<file path="src/rtl/fft_helpers_twiddle_stream.sv">
// Streaming twiddle-factor generator: emits cos/sin(2*pi*k*step/N), k = 0..count-1,
// over a valid/ready handshake through a two-stage pipeline (phase fold, ROM + sign).
// Optional build macro FFT_TWIDDLE_FULL_TABLE_EN: use full N-entry sine and cosine ROMs
// indexed directly by phase instead of a folded quarter-wave ROM. Outputs are bit-identical.
module fft_helpers_twiddle_stream #(
  parameter int N = 8,
  parameter int W = 32,
  parameter int D = 16
) (
  input  logic                 clk,
  input  logic                 reset_n,
  input  logic                 start,
  input  logic [$clog2(N)-1:0] step,
  input  logic [$clog2(N):0]   count,
  output logic                 busy,
  output logic                 done,
  output logic                 out_valid,
  input  logic                 out_ready,
  output logic [W-1:0]         out_cos,
  output logic [W-1:0]         out_sin,
  output logic [$clog2(N)-1:0] out_idx
);
  localparam int PW = $clog2(N);
  localparam int QN = N / 4;

  if (N < 4 || (1 << PW) != N || D >= 32 || W < D + 2) begin : g_param_chk
    $error("fft_helpers_twiddle_stream: illegal N/W/D combination");
  end

  // round_nearest(sin(2*pi*i/N) * 2**D); real-to-integer casts round to nearest
  function automatic longint sin_round(input int i);
    real v;
    v = $sin(2.0 * $acos(-1.0) * real'(i) / real'(N)) * (2.0 ** D);
    return longint'(v);
  endfunction

  typedef enum logic [1:0] {IDLE, RUN, DRAIN} state_t;

  state_t        state_q, state_d;
  logic [PW-1:0] step_q, step_d, phase_q, phase_d;
  logic [PW:0]   cnt_q, cnt_d, iss_q, iss_d;
  logic          busy_q, busy_d, done_q, done_d;
  logic          s1_vld_q, s1_vld_d;
  logic [PW-1:0] s1_idx_q, s1_idx_d, s1_sadr_q, s1_sadr_d, s1_cadr_q, s1_cadr_d;
  logic          s1_sneg_q, s1_sneg_d, s1_cneg_q, s1_cneg_d;
  logic          out_valid_q, out_valid_d;
  logic [W-1:0]  out_cos_q, out_cos_d, out_sin_q, out_sin_d;
  logic [PW-1:0] out_idx_q, out_idx_d;
  logic          advance, issue;
  logic [W-1:0]  smag, cmag;

`ifdef FFT_TWIDDLE_FULL_TABLE_EN
  // Full-turn sine built from the same rounded quarter-wave values, so results match the folded build
  function automatic longint fold_sin(input int p);
    int q, r;
    q = p / QN;
    r = p % QN;
    case (q)
      0:       return  sin_round(r);
      1:       return  sin_round(QN - r);
      2:       return -sin_round(r);
      default: return -sin_round(QN - r);
    endcase
  endfunction

  logic [W-1:0] srom [N];
  logic [W-1:0] crom [N];
  for (genvar i = 0; i < N; i++) begin : g_rom
    assign srom[i] = W'(fold_sin(i));
    assign crom[i] = W'(fold_sin((i + QN) % N));  // cos(p) = sin(p + quarter turn)
  end
`else
  // Quarter-wave ROM, entries 0..N/4; upper slots are unused padding so the index is exactly PW bits
  logic [W-1:0] qrom [N];
  for (genvar i = 0; i < N; i++) begin : g_rom
    if (i <= QN) begin : g_val
      assign qrom[i] = W'(sin_round(i));
    end else begin : g_pad
      assign qrom[i] = '0;
    end
  end
`endif

  assign advance = !out_valid_q || out_ready;
  assign issue   = (state_q == RUN) && advance;

  // Control FSM: latch step/count on accepted start, issue phases, wait for last handshake
  always_comb begin
    state_d = state_q;
    step_d  = step_q;
    cnt_d   = cnt_q;
    phase_d = phase_q;
    iss_d   = iss_q;
    busy_d  = busy_q;
    done_d  = 1'b0;
    case (state_q)
      IDLE: if (start) begin
        if (count != '0) begin
          state_d = RUN;
          step_d  = step;
          cnt_d   = count;
          phase_d = '0;
          iss_d   = '0;
          busy_d  = 1'b1;
        end else begin
          done_d = 1'b1;
        end
      end
      RUN: if (issue) begin
        phase_d = phase_q + step_q;
        iss_d   = iss_q + 1'b1;
        if (iss_q + 1'b1 == cnt_q) state_d = DRAIN;
      end
      DRAIN: if (out_valid_q && out_ready && !s1_vld_q) begin
        state_d = IDLE;
        busy_d  = 1'b0;
        done_d  = 1'b1;
      end
      default: state_d = IDLE;
    endcase
  end

  // Stage 1: turn the phase into ROM addresses and sign flags
  always_comb begin
    s1_vld_d  = s1_vld_q;
    s1_idx_d  = s1_idx_q;
    s1_sadr_d = s1_sadr_q;
    s1_cadr_d = s1_cadr_q;
    s1_sneg_d = s1_sneg_q;
    s1_cneg_d = s1_cneg_q;
    if (advance) begin
      s1_vld_d = issue;
      if (issue) begin
        s1_idx_d = iss_q[PW-1:0];
`ifdef FFT_TWIDDLE_FULL_TABLE_EN
        s1_sadr_d = phase_q;
        s1_cadr_d = phase_q;
        s1_sneg_d = 1'b0;
        s1_cneg_d = 1'b0;
`else
        // quadrant q = phase MSBs, r = offset within quadrant; odd quadrants mirror the table
        s1_sadr_d = phase_q[PW-2] ? PW'(QN) - (phase_q & PW'(QN - 1)) : (phase_q & PW'(QN - 1));
        s1_cadr_d = phase_q[PW-2] ? (phase_q & PW'(QN - 1)) : PW'(QN) - (phase_q & PW'(QN - 1));
        s1_sneg_d = phase_q[PW-1];
        s1_cneg_d = phase_q[PW-1] ^ phase_q[PW-2];
`endif
      end
    end
  end

  // Stage 2: ROM read and sign application into the output registers
  always_comb begin
`ifdef FFT_TWIDDLE_FULL_TABLE_EN
    smag = srom[s1_sadr_q];
    cmag = crom[s1_cadr_q];
`else
    smag = qrom[s1_sadr_q];
    cmag = qrom[s1_cadr_q];
`endif
    out_valid_d = out_valid_q;
    out_cos_d   = out_cos_q;
    out_sin_d   = out_sin_q;
    out_idx_d   = out_idx_q;
    if (advance) begin
      out_valid_d = s1_vld_q;
      if (s1_vld_q) begin
        out_cos_d = s1_cneg_q ? -cmag : cmag;
        out_sin_d = s1_sneg_q ? -smag : smag;
        out_idx_d = s1_idx_q;
      end
    end
  end

  // All state registers; async reset clears FSM, counters and pipeline
  always_ff @(posedge clk or negedge reset_n) begin
    if (!reset_n) begin
      state_q     <= IDLE;
      step_q      <= '0;
      cnt_q       <= '0;
      phase_q     <= '0;
      iss_q       <= '0;
      busy_q      <= 1'b0;
      done_q      <= 1'b0;
      s1_vld_q    <= 1'b0;
      s1_idx_q    <= '0;
      s1_sadr_q   <= '0;
      s1_cadr_q   <= '0;
      s1_sneg_q   <= 1'b0;
      s1_cneg_q   <= 1'b0;
      out_valid_q <= 1'b0;
      out_cos_q   <= '0;
      out_sin_q   <= '0;
      out_idx_q   <= '0;
    end else begin
      state_q     <= state_d;
      step_q      <= step_d;
      cnt_q       <= cnt_d;
      phase_q     <= phase_d;
      iss_q       <= iss_d;
      busy_q      <= busy_d;
      done_q      <= done_d;
      s1_vld_q    <= s1_vld_d;
      s1_idx_q    <= s1_idx_d;
      s1_sadr_q   <= s1_sadr_d;
      s1_cadr_q   <= s1_cadr_d;
      s1_sneg_q   <= s1_sneg_d;
      s1_cneg_q   <= s1_cneg_d;
      out_valid_q <= out_valid_d;
      out_cos_q   <= out_cos_d;
      out_sin_q   <= out_sin_d;
      out_idx_q   <= out_idx_d;
    end
  end

  assign busy      = busy_q;
  assign done      = done_q;
  assign out_valid = out_valid_q;
  assign out_cos   = out_cos_q;
  assign out_sin   = out_sin_q;
  assign out_idx   = out_idx_q;
endmodule
</file>
<file path="config.mk">
export PLATFORM = sky130hd
export DESIGN_NAME = fft_helpers_twiddle_stream
export DESIGN_NICKNAME = d
export VERILOG_FILES = /design/src/rtl/fft_helpers_twiddle_stream.sv
export SDC_FILE = /design/constraint.sdc
export NUM_CORES = 1
export LEC_CHECK = 0
export CAP_MARGIN = 5
export CORE_UTILIZATION = 45
export DETAILED_ROUTE_END_ITERATION = 7
export PLACE_DENSITY = 0.87
export SYNTH_ARGS = -nofsm -noshare
export SYNTH_HDL_FRONTEND = slang
export SYNTH_SLANG_ARGS = --single-unit
</file>
<file path="constraint.sdc">
create_clock -name clk -period 1.8 [get_ports clk]
set_input_delay 0.27 -clock clk [delete_from_list [all_inputs] [get_ports clk]]
set_output_delay 0.27 -clock clk [all_outputs]
set_load 0.03 [all_outputs]
</file>
# Word-level counts from Yosys, hierarchy flattened
# Memories as Yosys holds them, arrays and structs flattened.
# Index checks and enable logic that the tools add are counted.
# word_totals
ff_bits,98
romBits,512
input_bits,11
out_inout_bits,70
mem_count,2
# memory_table
name,depth,width,rd,rd_ports_with_merged_regs,write_ports,line,source
(no name shown),8,32,1,0,0,158,cmag = qrom[s1_cadr_q];
(no name shown),8,32,1,0,0,157,smag = qrom[s1_sadr_q];
# op_classes
addsub,5
magnitude_cmp,2
n_eq_ne,8
muxes,30
n_bitwise,3
reduce_logical,16
# op_table
operator,n
32-bit two-way mux,6
32-bit negation,2
3-bit two-way mux,5
4-bit two-way mux,3
2-bit two-way mux,5
4-bit >= comparator (second input constant),2
2-bit inequality test (second input constant),4
3-bit inverter with 4-bit output,2
4-bit one-hot mux with 2 select lines,1
4-bit AND reduction,2
1-bit two-way mux,6
2-bit one-hot mux with 3 select lines,1
3-bit one-hot mux with 2 select lines,1
5-bit AND reduction,1
4-bit by 1-bit adder with 4-bit output (second input constant),1
4-bit == test,1
1-bit one-hot mux with 2 select lines,2
2-bit AND reduction,2
2-bit nonzero test,2
4-bit nonzero test,1
3-bit adder,1
1-bit logical AND,3
3-bit AND reduction,1
2-bit by 1-bit subtractor with 3-bit output (first input constant),1
other kinds (7),8

# Logic depth before layout (Yosys ltp)
# depth
depth_word,6
mapped_depth,6
mapped_depth_nobuf,5

# Worst setup path after synthesis
# No wires, ideal clock.
# synth_timing
kind,register to register
from,register phase_q[0]
to,register phase_q[2]
arrival_time_ns,1.416
t_required_ns,1.682
setup_slack_ns,0.266
stages_incl_launch_ff,6
cell_sequence,dfrtp_1 > ha_1 > fa_1 > xnor2_1 > a21o_1 > a21o_1
# synth_between
elab_chain_cells,3
# synth_lines
item,line,source
"start, declared",40,"logic [PW-1:0] step_q, step_d, phase_q, phase_d;"
"start signal, assigned",198,phase_q <= phase_d;
3-bit adder,110,phase_d = phase_q + step_q;
3-bit two-way mux,109,RUN: if (issue) begin
3-bit one-hot mux with 2 select lines,96,case (state_q)
# No other way between the ends. The select of a mux whose other input is x is not followed.
# A chain may end at the register's enable or synchronous reset.

==> impl_metrics.toml <==
[setup_path]
crit_buf_inv = 1
cp_top_family = "buffers and inverters"
timing.critical_path.cells = "clkdlybuf4s50_1"
type_of_element_launching_the_critical_path = "register"
crit_path_top_delay_cell = "sky130_fd_sc_hd__clkdlybuf4s50_1"
critical_path_class = "reg -> out"
path_max_fanout = 7
timing.critical_path.arrival_ns = 1.44
setup.worst_path.end_class = "output port"
worst_path_largest_cell_delay_ns = 0.71
worst_ep_required_time_ns = 1.53

[finish]
utilization_pct = 60.3
layout.cells.most_common_list = "sky130_fd_sc_hd__dfrtp_1, sky130_fd_sc_hd__nand2_1, sky130_fd_sc_hd__dlygate4sd2_1, sky130_fd_sc_hd__clkdlybuf4s50_1, sky130_fd_sc_hd__o21ai_0"
layout-area-overhead-vs-synth_pct = 27.9
post_route_cells_drive_above_1_share_pct = 12.3
final_cell_count_no_fill = 335
commonest_non_fill_non_tap_cell_in_the_layout = "sky130_fd_sc_hd__dfrtp_1"
insertedDiodeCount = 0
fin_nets = 285

[timing]
skew_ns = 0.00564
hold-worst-slack_ns = 0.0432
timing.slew.headroom_pct = 48.8
report.final.setup_viol = 0
slew_violations = 0
period_minus_slack_ns = 1.71
grt_setup_unrepaired = "no"
fin_crit_sh_pct = 94.9
actual_slew_at_the_worst_max_slew_pin_ns = 0.768
tns_ns = 0
max_freq_mhz = 585
hold_viol_final = 0

[global_routing]
grt_pass1_wl_mm = 6.29
grt.overflow.total = 0
grt_max_degree = 36
grt_usage_pct = 15.9
via_count_of_the_first_global_routing_pass = 1361
grt_antenna_before_repair = 0

[route]
drt-met1-wl_mm = 1.68
ant_nets = 0
post_drt_wl_per_cell_um = 11.8
postRouteWirelength_mm = 3.95
firstDrtPassIters = 4
avgViaCountPerCell = 4.70
via_count = 1575
drc_errors = 0
detailroute.wirelength.met2_mm = 1.89
dr.max_layer_used = "met4"
first_iter_violations = 41
met3RoutedLength_um = 315

[place]
portBuffers = 80
post-dp-hpwl_mm = 2.93
gpl.final_weighted_congestion = 0.755
placed_cells = 327

[floorplanning]
die_y_um = 72.6
width_of_the_die_um = 72.6
starting_utilization_of_the_core_area_pct = 47.2
rows = 25
design.die.area_mm2 = 0.00527
io-pin-count = 81
core_area_mm2 = 0.00475

[clock_network]
clock_sink_count = 41
clk_pin_slew_worst_paths_ns = 0.07
cts_tree = "yes"
tritoncts.num_buffers = 5
insertion_delay_ns = 0.29
cts_buffer_depth = 2
cts-hold-fix-buffers = 0
cts-root-buf = "sky130_fd_sc_hd__clkbuf_8"
cts_max_level = 2

[power_and_ir_drop]
p_comb_share_pct = 60.8
powerDensity_mw_per_mm2 = 2110
worst_ir_drop_vdd_mv = 0.932
power.net_switching_uw = 2910
totalPowerFinal_uw = 6050
clock_power_share_pct = 10.8
power.internal_uw = 3140
static_leakage_uw = 0.00161
sequentialPowerShare_pct = 28.4
switching_share_pct = 48.1

[synthesis]
syn-instance-count = 227
post_synth_adder_cell_area_pct = 4.24
netlist_area_mm2 = 0.00224
mappedNetlistNets = 245
synth_top_family_by_area = "buffers and inverters"
synth-compound-area-share_pct = 8.93
ys.warnings.count = 0
synth_sequential_area_ratio_pct = 45.8
synth_area_per_inst_um2 = 9.88
ys_ff_latch = 41
synth_mux_area_share_pct = 4.02
synth.distinct_cells = 31
synth-simple-area-share_pct = 13.7
synth-xor-area-share_pct = 3.13

[run]
maxCapViolations = 0

[hold_path]
min_path_type = "in -> async"

[run_status]
status = "completed"
## cell type report
class                           count  area (µm²)
Clock inverter                      1        5.00
Timing Repair Buffer               93         875
Clock buffer                        7        96.3
Inverter                            5        18.8
Sequential cell                    41        1030
Fill cell                         430        1890
Tap cell                           67        83.8
Multi-Input combinational cell    121         763
## worst paths after layout
| path | start | endpoint | slack [ns] | cells past startpoint |
|---|---|---|---|---|
| min in group clk | s1_idx_q[1]$_DFFE_PN0P_ | s1_idx_q[1]$_DFFE_PN0P_ | 0.48 | 2 |
| hold / removal | reset_n | phase_q[0]$_DFFE_PN0P_ | 0.04 | 1 |
| setup reg to reg | step_q[0]$_DFFE_PN0P_ | phase_q[2]$_DFFE_PN0P_ | 0.19 | 5 |
| max in group asynchronous | reset_n | cnt_q[2]$_DFFE_PN0P_ | 1.17 | 2 |
| setup / recovery | out_sin[15]$_DFFE_PN0P_ | out_sin[8] | 0.09 | 1 |
| hold reg to reg | s1_idx_q[1]$_DFFE_PN0P_ | s1_idx_q[1]$_DFFE_PN0P_ | 0.48 | 2 |
## through the flow
| step | setup slack (ns) | area, µm² |
|---|---|---|
| 3_5_place_dp | -0.148 | 2790 |
| 2_1_floorplan | 0.266 | 2240 |
| 4_1_cts | 0.000421 | 2840 |
| 3_3_place_gp | -0.0933 | 2790 |
| 5_1_grt | 0.0257 | 2870 |
| 6_report | 0.0912 | 2870 |
## synthesized netlist by cell type, drive strengths merged
library cell / number / area, µm²
a21o: 2 / 15.0
a21oi: 3 / 15.0
a22o: 5 / 45.0
a22oi: 1 / 7.51
a31oi: 1 / 6.26
a41oi: 1 / 8.76
buf: 57 / 423
clkbuf: 3 / 11.3
dfrtp: 41 / 1030
fa: 1 / 20.0
ha: 6 / 75.1
inv: 5 / 18.8
mux2: 8 / 90.1
nand2: 39 / 146
nand2b: 8 / 50.1
nand3: 4 / 20.0
nand3b: 1 / 7.51
nor2: 3 / 11.3
nor2b: 2 / 12.5
nor3: 3 / 15.0
nor3b: 1 / 12.5
o21ai: 19 / 95.1
o31ai: 1 / 7.51
or3: 2 / 12.5
or3b: 1 / 8.76
or4: 1 / 11.3
xnor2: 6 / 52.6
xor2: 2 / 17.5
## timing repair
action                     CTS  global route
setup buffers                0             0
cloned                       0             0
gates resized for setup     37            11
setup endpoints to repair   45            11
hold endpoints to repair     0             0
## layer usage
metal	vias to the layer above	track usage [%]
li1	775	-
met5	-	0
met4	0	6.32
met2	68	27.4
met1	727	18.3
met3	5	5.11
## power groups by stage
stage / logic [µW] / registers [µW] / clock network (µW)
after floorplan: 2790 / 1930 / 0
after global placement: 3870 / 1730 / 0
after detailed placement: 3940 / 1760 / 0
after CTS: 3720 / 1730 / 671
after global routing: 3970 / 1800 / 702
final: 3680 / 1720 / 652
## registers in the layout (all words and copies together) (netlist names), 2 cells and up
signal	count
out_idx	3
state_q	2
cnt_q	4
s1_sadr_q	2
out_cos	5
phase_q	3
s1_idx_q	3
out_sin	5
iss_q	4
step_q	3
## cell families after synthesis
logic type	after synthesis
buf+inv	65
simple gates	65
flops	41
compound gates	33
xor+xnor	8
mux	8
fa+ha+maj	7
(Power assumes the default switching activity.)
